==> src/rtl/vram_pkg.sv <==
// vram_pkg: read-owner tags and default VRAM geometry shared by the arbiter and fetch pipelines
package vram_pkg;
  localparam int VRAM_ADDR_W = 14;
  localparam int VRAM_DATA_W = 8;
  typedef enum logic [1:0] {OWN_NONE, OWN_BG, OWN_SPR, OWN_CPU} owner_t;
endpackage

==> src/rtl/vram_slot_arbiter_if.sv <==
// vram_slot_arbiter_if: requester handshakes plus the VRAM macro port seen by the arbiter
interface vram_slot_arbiter_if
  import vram_pkg::*;
#(
  parameter int ADDR_W = VRAM_ADDR_W,
  parameter int DATA_W = VRAM_DATA_W
);
  logic              bg_req;
  logic [ADDR_W-1:0] bg_addr;
  logic              bg_rvalid;
  logic [DATA_W-1:0] bg_rdata;
  logic              spr_req;
  logic [ADDR_W-1:0] spr_addr;
  logic              spr_ack;
  logic              spr_rvalid;
  logic [DATA_W-1:0] spr_rdata;
  logic              cpu_req;
  logic              cpu_we;
  logic [ADDR_W-1:0] cpu_addr;
  logic [DATA_W-1:0] cpu_wdata;
  logic              cpu_ack;
  logic              cpu_rvalid;
  logic [DATA_W-1:0] cpu_rdata;
  logic              mem_en;
  logic              mem_we;
  logic [ADDR_W-1:0] mem_addr;
  logic [DATA_W-1:0] mem_wdata;
  logic [DATA_W-1:0] mem_rdata;
  logic              cpu_timeout;
  modport master (
    output bg_req, bg_addr, spr_req, spr_addr, cpu_req, cpu_we, cpu_addr, cpu_wdata, mem_rdata,
    input  bg_rvalid, bg_rdata, spr_ack, spr_rvalid, spr_rdata, cpu_ack, cpu_rvalid, cpu_rdata,
    input  mem_en, mem_we, mem_addr, mem_wdata, cpu_timeout
  );
  modport slave (
    input  bg_req, bg_addr, spr_req, spr_addr, cpu_req, cpu_we, cpu_addr, cpu_wdata, mem_rdata,
    output bg_rvalid, bg_rdata, spr_ack, spr_rvalid, spr_rdata, cpu_ack, cpu_rvalid, cpu_rdata,
    output mem_en, mem_we, mem_addr, mem_wdata, cpu_timeout
  );
endinterface

==> src/rtl/rr_arb2.sv <==
// rr_arb2: two-way round-robin arbiter; req[1] may be forced to win with override
module rr_arb2 (
  input  logic       clk,
  input  logic       rst_n,
  input  logic       en,
  input  logic       override,
  input  logic [1:0] req,
  output logic [1:0] gnt
);
  logic lastHi;
  logic pickHi;
  // on a tie the requester that did not win last time goes first
  always_comb begin
    pickHi = override | ~lastHi;
    gnt[1] = en & req[1] & (~req[0] | pickHi);
    gnt[0] = en & req[0] & (~req[1] | ~pickHi);
  end
  always_ff @(posedge clk or negedge rst_n)
    if (!rst_n) lastHi <= 1'b1;
    else if (|gnt) lastHi <= gnt[1];
endmodule

==> src/rtl/vram_slot_arbiter.sv <==
// vram_slot_arbiter: shares one VRAM port; background fetch is absolute, sprite/CPU round-robin
// with a CPU starvation override, and each read is tagged so its data returns to the right owner.
module vram_slot_arbiter
  import vram_pkg::*;
#(
  parameter int ADDR_W       = VRAM_ADDR_W,
  parameter int DATA_W       = VRAM_DATA_W,
  parameter int CPU_WAIT_MAX = 24
) (
  input logic clk,
  input logic rst_n,
  vram_slot_arbiter_if.slave bus
);
  localparam int WAIT_W = $clog2(CPU_WAIT_MAX + 1);
  localparam logic [WAIT_W-1:0] WAIT_MAX = WAIT_W'(CPU_WAIT_MAX);
  logic [1:0]        gnt;
  owner_t            ownerQ, ownerD;
  logic [WAIT_W-1:0] cpuWaitQ, cpuWaitD;
  logic              cpuTimeoutQ;
  logic [ADDR_W-1:0] addrSel;
  logic [DATA_W-1:0] rdata;
  rr_arb2 u_rr (
    .clk      (clk),
    .rst_n    (rst_n),
    .en       (rst_n & ~bus.bg_req),
    .override (cpuWaitQ >= WAIT_MAX),
    .req      ({bus.cpu_req, bus.spr_req}),
    .gnt      (gnt)
  );
  always_comb begin
    addrSel       = bus.bg_req ? bus.bg_addr : gnt[0] ? bus.spr_addr : bus.cpu_addr;
    rdata         = bus.mem_rdata;
    bus.spr_ack   = gnt[0];
    bus.cpu_ack   = gnt[1];
    bus.mem_en    = rst_n & (bus.bg_req | (|gnt));
    bus.mem_we    = gnt[1] & bus.cpu_we;
    bus.mem_addr  = addrSel;
    bus.mem_wdata = bus.cpu_wdata;
    ownerD        = bus.bg_req ? OWN_BG : gnt[0] ? OWN_SPR : (gnt[1] & ~bus.cpu_we) ? OWN_CPU : OWN_NONE;
    cpuWaitD      = (!bus.cpu_req || gnt[1]) ? '0 : (cpuWaitQ == WAIT_MAX) ? WAIT_MAX : cpuWaitQ + 1'b1;
    bus.bg_rvalid  = ownerQ == OWN_BG;
    bus.spr_rvalid = ownerQ == OWN_SPR;
    bus.cpu_rvalid = ownerQ == OWN_CPU;
    bus.bg_rdata   = rdata;
    bus.spr_rdata  = rdata;
    bus.cpu_rdata  = rdata;
    bus.cpu_timeout = cpuTimeoutQ;
  end
  // reset drops any read still in flight, so no rvalid follows release
  always_ff @(posedge clk or negedge rst_n)
    if (!rst_n) begin
      ownerQ      <= OWN_NONE;
      cpuWaitQ    <= '0;
      cpuTimeoutQ <= 1'b0;
    end else begin
      ownerQ      <= ownerD;
      cpuWaitQ    <= cpuWaitD;
      cpuTimeoutQ <= cpuTimeoutQ | (cpuWaitD == WAIT_MAX);
    end
endmodule

==> src/flat_wrapper.sv <==
// flat-port wrapper written by rule: the top's interface ports become plain ports
module vram_slot_arbiter_flat import vram_pkg::*;
#(
  parameter int ADDR_W       = VRAM_ADDR_W,
  parameter int DATA_W       = VRAM_DATA_W,
  parameter int CPU_WAIT_MAX = 24
)
  (clk, rst_n, bus_bg_req, bus_bg_addr, bus_spr_req, bus_spr_addr, bus_cpu_req, bus_cpu_we, bus_cpu_addr, bus_cpu_wdata, bus_mem_rdata, bus_bg_rvalid, bus_bg_rdata, bus_spr_ack, bus_spr_rvalid, bus_spr_rdata, bus_cpu_ack, bus_cpu_rvalid, bus_cpu_rdata, bus_mem_en, bus_mem_we, bus_mem_addr, bus_mem_wdata, bus_cpu_timeout);
  vram_slot_arbiter_if #(.ADDR_W(ADDR_W), .DATA_W(DATA_W)) bus_i ();
  input logic clk;
  input logic rst_n;
  input wire logic [$bits(bus_i.bg_req)-1:0] bus_bg_req;
  input wire logic [$bits(bus_i.bg_addr)-1:0] bus_bg_addr;
  input wire logic [$bits(bus_i.spr_req)-1:0] bus_spr_req;
  input wire logic [$bits(bus_i.spr_addr)-1:0] bus_spr_addr;
  input wire logic [$bits(bus_i.cpu_req)-1:0] bus_cpu_req;
  input wire logic [$bits(bus_i.cpu_we)-1:0] bus_cpu_we;
  input wire logic [$bits(bus_i.cpu_addr)-1:0] bus_cpu_addr;
  input wire logic [$bits(bus_i.cpu_wdata)-1:0] bus_cpu_wdata;
  input wire logic [$bits(bus_i.mem_rdata)-1:0] bus_mem_rdata;
  output wire logic [$bits(bus_i.bg_rvalid)-1:0] bus_bg_rvalid;
  output wire logic [$bits(bus_i.bg_rdata)-1:0] bus_bg_rdata;
  output wire logic [$bits(bus_i.spr_ack)-1:0] bus_spr_ack;
  output wire logic [$bits(bus_i.spr_rvalid)-1:0] bus_spr_rvalid;
  output wire logic [$bits(bus_i.spr_rdata)-1:0] bus_spr_rdata;
  output wire logic [$bits(bus_i.cpu_ack)-1:0] bus_cpu_ack;
  output wire logic [$bits(bus_i.cpu_rvalid)-1:0] bus_cpu_rvalid;
  output wire logic [$bits(bus_i.cpu_rdata)-1:0] bus_cpu_rdata;
  output wire logic [$bits(bus_i.mem_en)-1:0] bus_mem_en;
  output wire logic [$bits(bus_i.mem_we)-1:0] bus_mem_we;
  output wire logic [$bits(bus_i.mem_addr)-1:0] bus_mem_addr;
  output wire logic [$bits(bus_i.mem_wdata)-1:0] bus_mem_wdata;
  output wire logic [$bits(bus_i.cpu_timeout)-1:0] bus_cpu_timeout;
  assign bus_i.bg_req = bus_bg_req;
  assign bus_i.bg_addr = bus_bg_addr;
  assign bus_i.spr_req = bus_spr_req;
  assign bus_i.spr_addr = bus_spr_addr;
  assign bus_i.cpu_req = bus_cpu_req;
  assign bus_i.cpu_we = bus_cpu_we;
  assign bus_i.cpu_addr = bus_cpu_addr;
  assign bus_i.cpu_wdata = bus_cpu_wdata;
  assign bus_i.mem_rdata = bus_mem_rdata;
  assign bus_bg_rvalid = bus_i.bg_rvalid;
  assign bus_bg_rdata = bus_i.bg_rdata;
  assign bus_spr_ack = bus_i.spr_ack;
  assign bus_spr_rvalid = bus_i.spr_rvalid;
  assign bus_spr_rdata = bus_i.spr_rdata;
  assign bus_cpu_ack = bus_i.cpu_ack;
  assign bus_cpu_rvalid = bus_i.cpu_rvalid;
  assign bus_cpu_rdata = bus_i.cpu_rdata;
  assign bus_mem_en = bus_i.mem_en;
  assign bus_mem_we = bus_i.mem_we;
  assign bus_mem_addr = bus_i.mem_addr;
  assign bus_mem_wdata = bus_i.mem_wdata;
  assign bus_cpu_timeout = bus_i.cpu_timeout;
  vram_slot_arbiter #(.ADDR_W(ADDR_W), .DATA_W(DATA_W), .CPU_WAIT_MAX(CPU_WAIT_MAX)) u_core (.clk(clk), .rst_n(rst_n), .bus(bus_i));
endmodule
==> config.mk <==
export PLATFORM = sky130hd
export DESIGN_NAME = vram_slot_arbiter_flat
export DESIGN_NICKNAME = d
export VERILOG_FILES = /design/src/rtl/vram_pkg.sv /design/src/rtl/vram_slot_arbiter_if.sv /design/src/rtl/rr_arb2.sv /design/src/rtl/vram_slot_arbiter.sv /design/src/flat_wrapper.sv
export SDC_FILE = /design/constraint.sdc
export NUM_CORES = 1
export LEC_CHECK = 0
export CAP_MARGIN = 0
export CORE_ASPECT_RATIO = 1.4
export CORE_UTILIZATION = 28
export DETAILED_ROUTE_END_ITERATION = 16
export PLACE_DENSITY = 0.8
export SLEW_MARGIN = 15
export SYNTH_ARGS = -nofsm -noshare
export SYNTH_HDL_FRONTEND = slang
export SYNTH_SLANG_ARGS = --single-unit
==> constraint.sdc <==
create_clock -name clk -period 2 [get_ports clk]
set_clock_uncertainty 0.05 [all_clocks]
set_input_delay 0.4 -clock clk [delete_from_list [all_inputs] [get_ports clk]]
set_output_delay 0.4 -clock clk [all_outputs]
set_load 0.005 [all_outputs]
==> flow_summary_export.csv <==
group,metric,value,unit
sta,slew_viol_final,0,
synthesis,synth_area,0.001076,sq mm
die,die_height,75.35,um
power,pwr-share-seq,0.278,
clocking,cts.sinks,9,
power,clockPowerShare,0.284,
job,max_cap_violations,0,
synthesis,ys_types,28,
synthesis,synth_area_leader_cell,"buf_4",
die,boundaryPins,118,
grt,overflow,0,
placed_design,gp_congestion,0.8043,
cells_and_area,multi_input_area,580.6,sq um
grt,grt_usage,0.1498,
critical_path,r2r_slack,0.48,ns
sta,fin_crit_sh,1.112,
critical_path,r2r_start,"u_core.u_rr.lastHi",
clocking,cts_buffer_depth,2,
sta,period_minus_slack,2.225,ns
clocking,ctsHoldBuffers,0,
clocking,htree_levels,1,
sta,final_hold_viol_count,0,
die,die_w,54.39,um
min_path,hold_class,"in -> async",
power,p_leak,0.0008951,uW
placed_design,io_buffers,69,
drt,totalWireLength,2683,um
die,die_area,0.004098,sq mm
sta,setup_ws,-0.2246,ns
grt,grt_max_degree,11,
cells_and_area,drive_gt1_frac,0.3296,
synthesis,synth.avg_cell_area,9.276,sq um
power,p_int,553.9,uW
critical_path,cp_max_fo,7,
critical_path,critical_path_required,1.55,ns
cells_and_area,utilization,0.4837,
cells_and_area,diodes,0,
sta,finalSetupViolCount,15,
critical_path,worstSetupPathType,"reg -> out",
die,rows,26,
clocking,cts_tree,"done",
cells_and_area,fin_nets,246,
synthesis,ys.flop_type,"dfrtp_1",
sta,rsz0062_at_grt,"true",
power,p_total,746.7,uW
sta,whs,0.2419,ns
drt,drt_iter0_drc,8,
cells_and_area,fillers,339,
die,core-area,0.003676,sq mm
synthesis,async_flop_share,1.000,
cells_and_area,seq_area,226.5,sq um
drt,route.detailed.drc,0,
clocking,root_buffer,"clkbuf_8",
clocking,clock_latency,0.24,ns
clocking,clk_pin_slew,0.05,ns
power,comb_power_share,0.438,
synthesis,ys_seq_area_frac,0.2105,
critical_path,end_kind,"primary output",
outcome,status,"finished with violations",
critical_path,reg2reg_depth,4,
cells_and_area,area_growth,65.23,%
clocking,cts_buffers,3,
placed_design,dp_hpwl,2164,um
drt,first_pass_iters,2,
drt,postRouteAntennaNets,0,
placed_design,pre_cts_slack,-0.6298,ns
synthesis,netlist_instances,116,
power,p_sw_frac,0.2581,
sta,fmax,0.4495,GHz
synthesis,synth_top_area_frac,0.2233,
grt,antenna_found_initial,0,
power,p_sw,192.7,uW
synthesis,netlist_top_cells_area,"buf_4, dfrtp_1, a22o_4",
drt,vias,1014,
sta,slew_headroom,0.8171,
power,powerDensity,420.0,mW/mm^2
power,ir_worst_vdd,0.1855,mV
die,start_util,0.2927,
synthesis,yosys_warnings,0,
critical_path,cp-start-kind,"register",
outcome,violations,"negative setup slack",
synthesis,ys_seq_elements,9,
synthesis,synth_fp_nets,182,
grt,grt_first_pass_wirelength,4340,um
critical_path,critPathArrivalTime,1.77,ns
critical_path,rr_endpoint,"u_core.bus.cpu_timeout",
drt,post_drt_wl_per_cell,12.14,um
sta,setup_tns,-2.447,ns
synthesis,synth_enable_flop_cells,0,
drt,vias_per_cell,4.588,
grt,grt_pass1_vias,974,
sta,worstMarginPinSlew,0.2743,ns
[repair_timing]
action	in CTS	in global routing
setup endpoints to repair	18	17
endpoints found under the hold margin	0	0
cloned	1	0
resized for setup	76	6
pin swaps	6	4
buffers inserted	8	1
[power groups by stage]
| stage | clock, uW | combinational, uW | sequential, uW |
|---|---|---|---|
| 6_report | 212 | 327 | 208 |
| 5_1_grt | 229 | 356 | 209 |
| 4_1_cts | 214 | 327 | 208 |
| 3_5_place_dp | 0 | 330 | 210 |
| 3_3_place_gp | 0 | 328 | 210 |
| 2_1_floorplan | 0 | 173 | 208 |
[Yosys cell counts, types with 3 or more instances]
library cell / count
buf_4: 32
a21o_1: 14
dfrtp_1: 8
a22o_1: 7
a22o_4: 7
inv_1: 7
nor2_1: 7
buf_6: 3
nand2_1: 3
nand3_1: 3
xor2_1: 3
[through the flow]
step / cells / instance area [sq um]
2_1_floorplan: 116 / 1076
3_3_place_gp: 209 / 1689
3_5_place_dp: 209 / 1689
4_1_cts: 221 / 1768
5_1_grt: 221 / 1778
6_report: 221 / 1778
[cell families after synthesis]
group	count (synthesis)	share of synthesized area
compound gates	36	0.3326
flops	9	0.2105
buf+inv	43	0.2826
fa+ha+maj	2	0.02325
xor+xnor	3	0.02442
mux	1	0.01046
simple gates	22	0.1163
[metal layers]
layer	vias up	track usage	routed length, um
met4	0	0.1140	85
met3	7	0.02994	215
met1	456	0.1607	968
li1	496	-	-
met2	55	0.2507	1413
met5	-	0	0
[worst max path at each step]
stage | endpoint | cells after the start | startpoint | slack (ns)
3_5_place_dp | bus_mem_addr[5] | 7 | rst_n | -0.63
3_3_place_gp | bus_mem_addr[5] | 7 | rst_n | -0.60
6_report | bus_mem_addr[5] | 8 | u_core.u_rr.lastHi | -0.22
5_1_grt | bus_mem_addr[5] | 8 | u_core.u_rr.lastHi | -0.29
4_1_cts | bus_mem_addr[5] | 8 | u_core.u_rr.lastHi | -0.22
2_1_floorplan | bus_mem_addr[10] | 5 | u_core.u_rr.lastHi | 0.16
[sequential cells by signal, indices dropped and copies added, names as in the netlist]
name	flops
u_core.cpuWaitQ	5
u_core.bus.cpu_timeout	1
u_core.u_rr.lastHi	1
u_core.ownerQ	2
[cells in the final DEF (no fill, tap or decap), types with 2 or more instances in the layout]
cell             netlist  final
a21o_1                14     14
a22o_1                 7      7
a22o_4                 7      7
buf_12                 0      2
buf_2                  0     14
buf_4                 32     16
buf_6                  3      6
clkbuf_2               0      2
clkbuf_8               0      3
clkdlybuf4s50_1        0     47
dfrtp_1                8      8
dlygate4sd2_1          0      5
ha_1                   2      2
inv_1                  7      7
nand2_1                3      3
nand3_1                3      3
nor2_1                 7      7
nor2_4                 1      2
nor2b_1                2      2
nor3_1                 2      2
o21ai_0                2      2
o21bai_1               2      2
xor2_1                 3      3
[layout make-up]
| cell class | instances | area share |
|---|---|---|
| Clock buffer | 4 | 0.02533 |
| Inverter | 7 | 0.01478 |
| Multi-Input combinational cell | 65 | 0.3265 |
| Sequential cell | 9 | 0.1274 |
| Tap cell | 42 | 0.02956 |
| Timing Repair Buffer | 94 | 0.4764 |
[worst max-delay path, stage by stage (launching register included)]
cell and delay, ns:
dfstp_2 0.53, a21bo_4 0.23, a21oi_4 0.14, buf_12 0.14, buf_8 0.11, buf_6 0.09, a22o_1 0.13, a21o_1 0.08
buf_2 0.10
No activity file was read; power rests on OpenSTA's default activity.
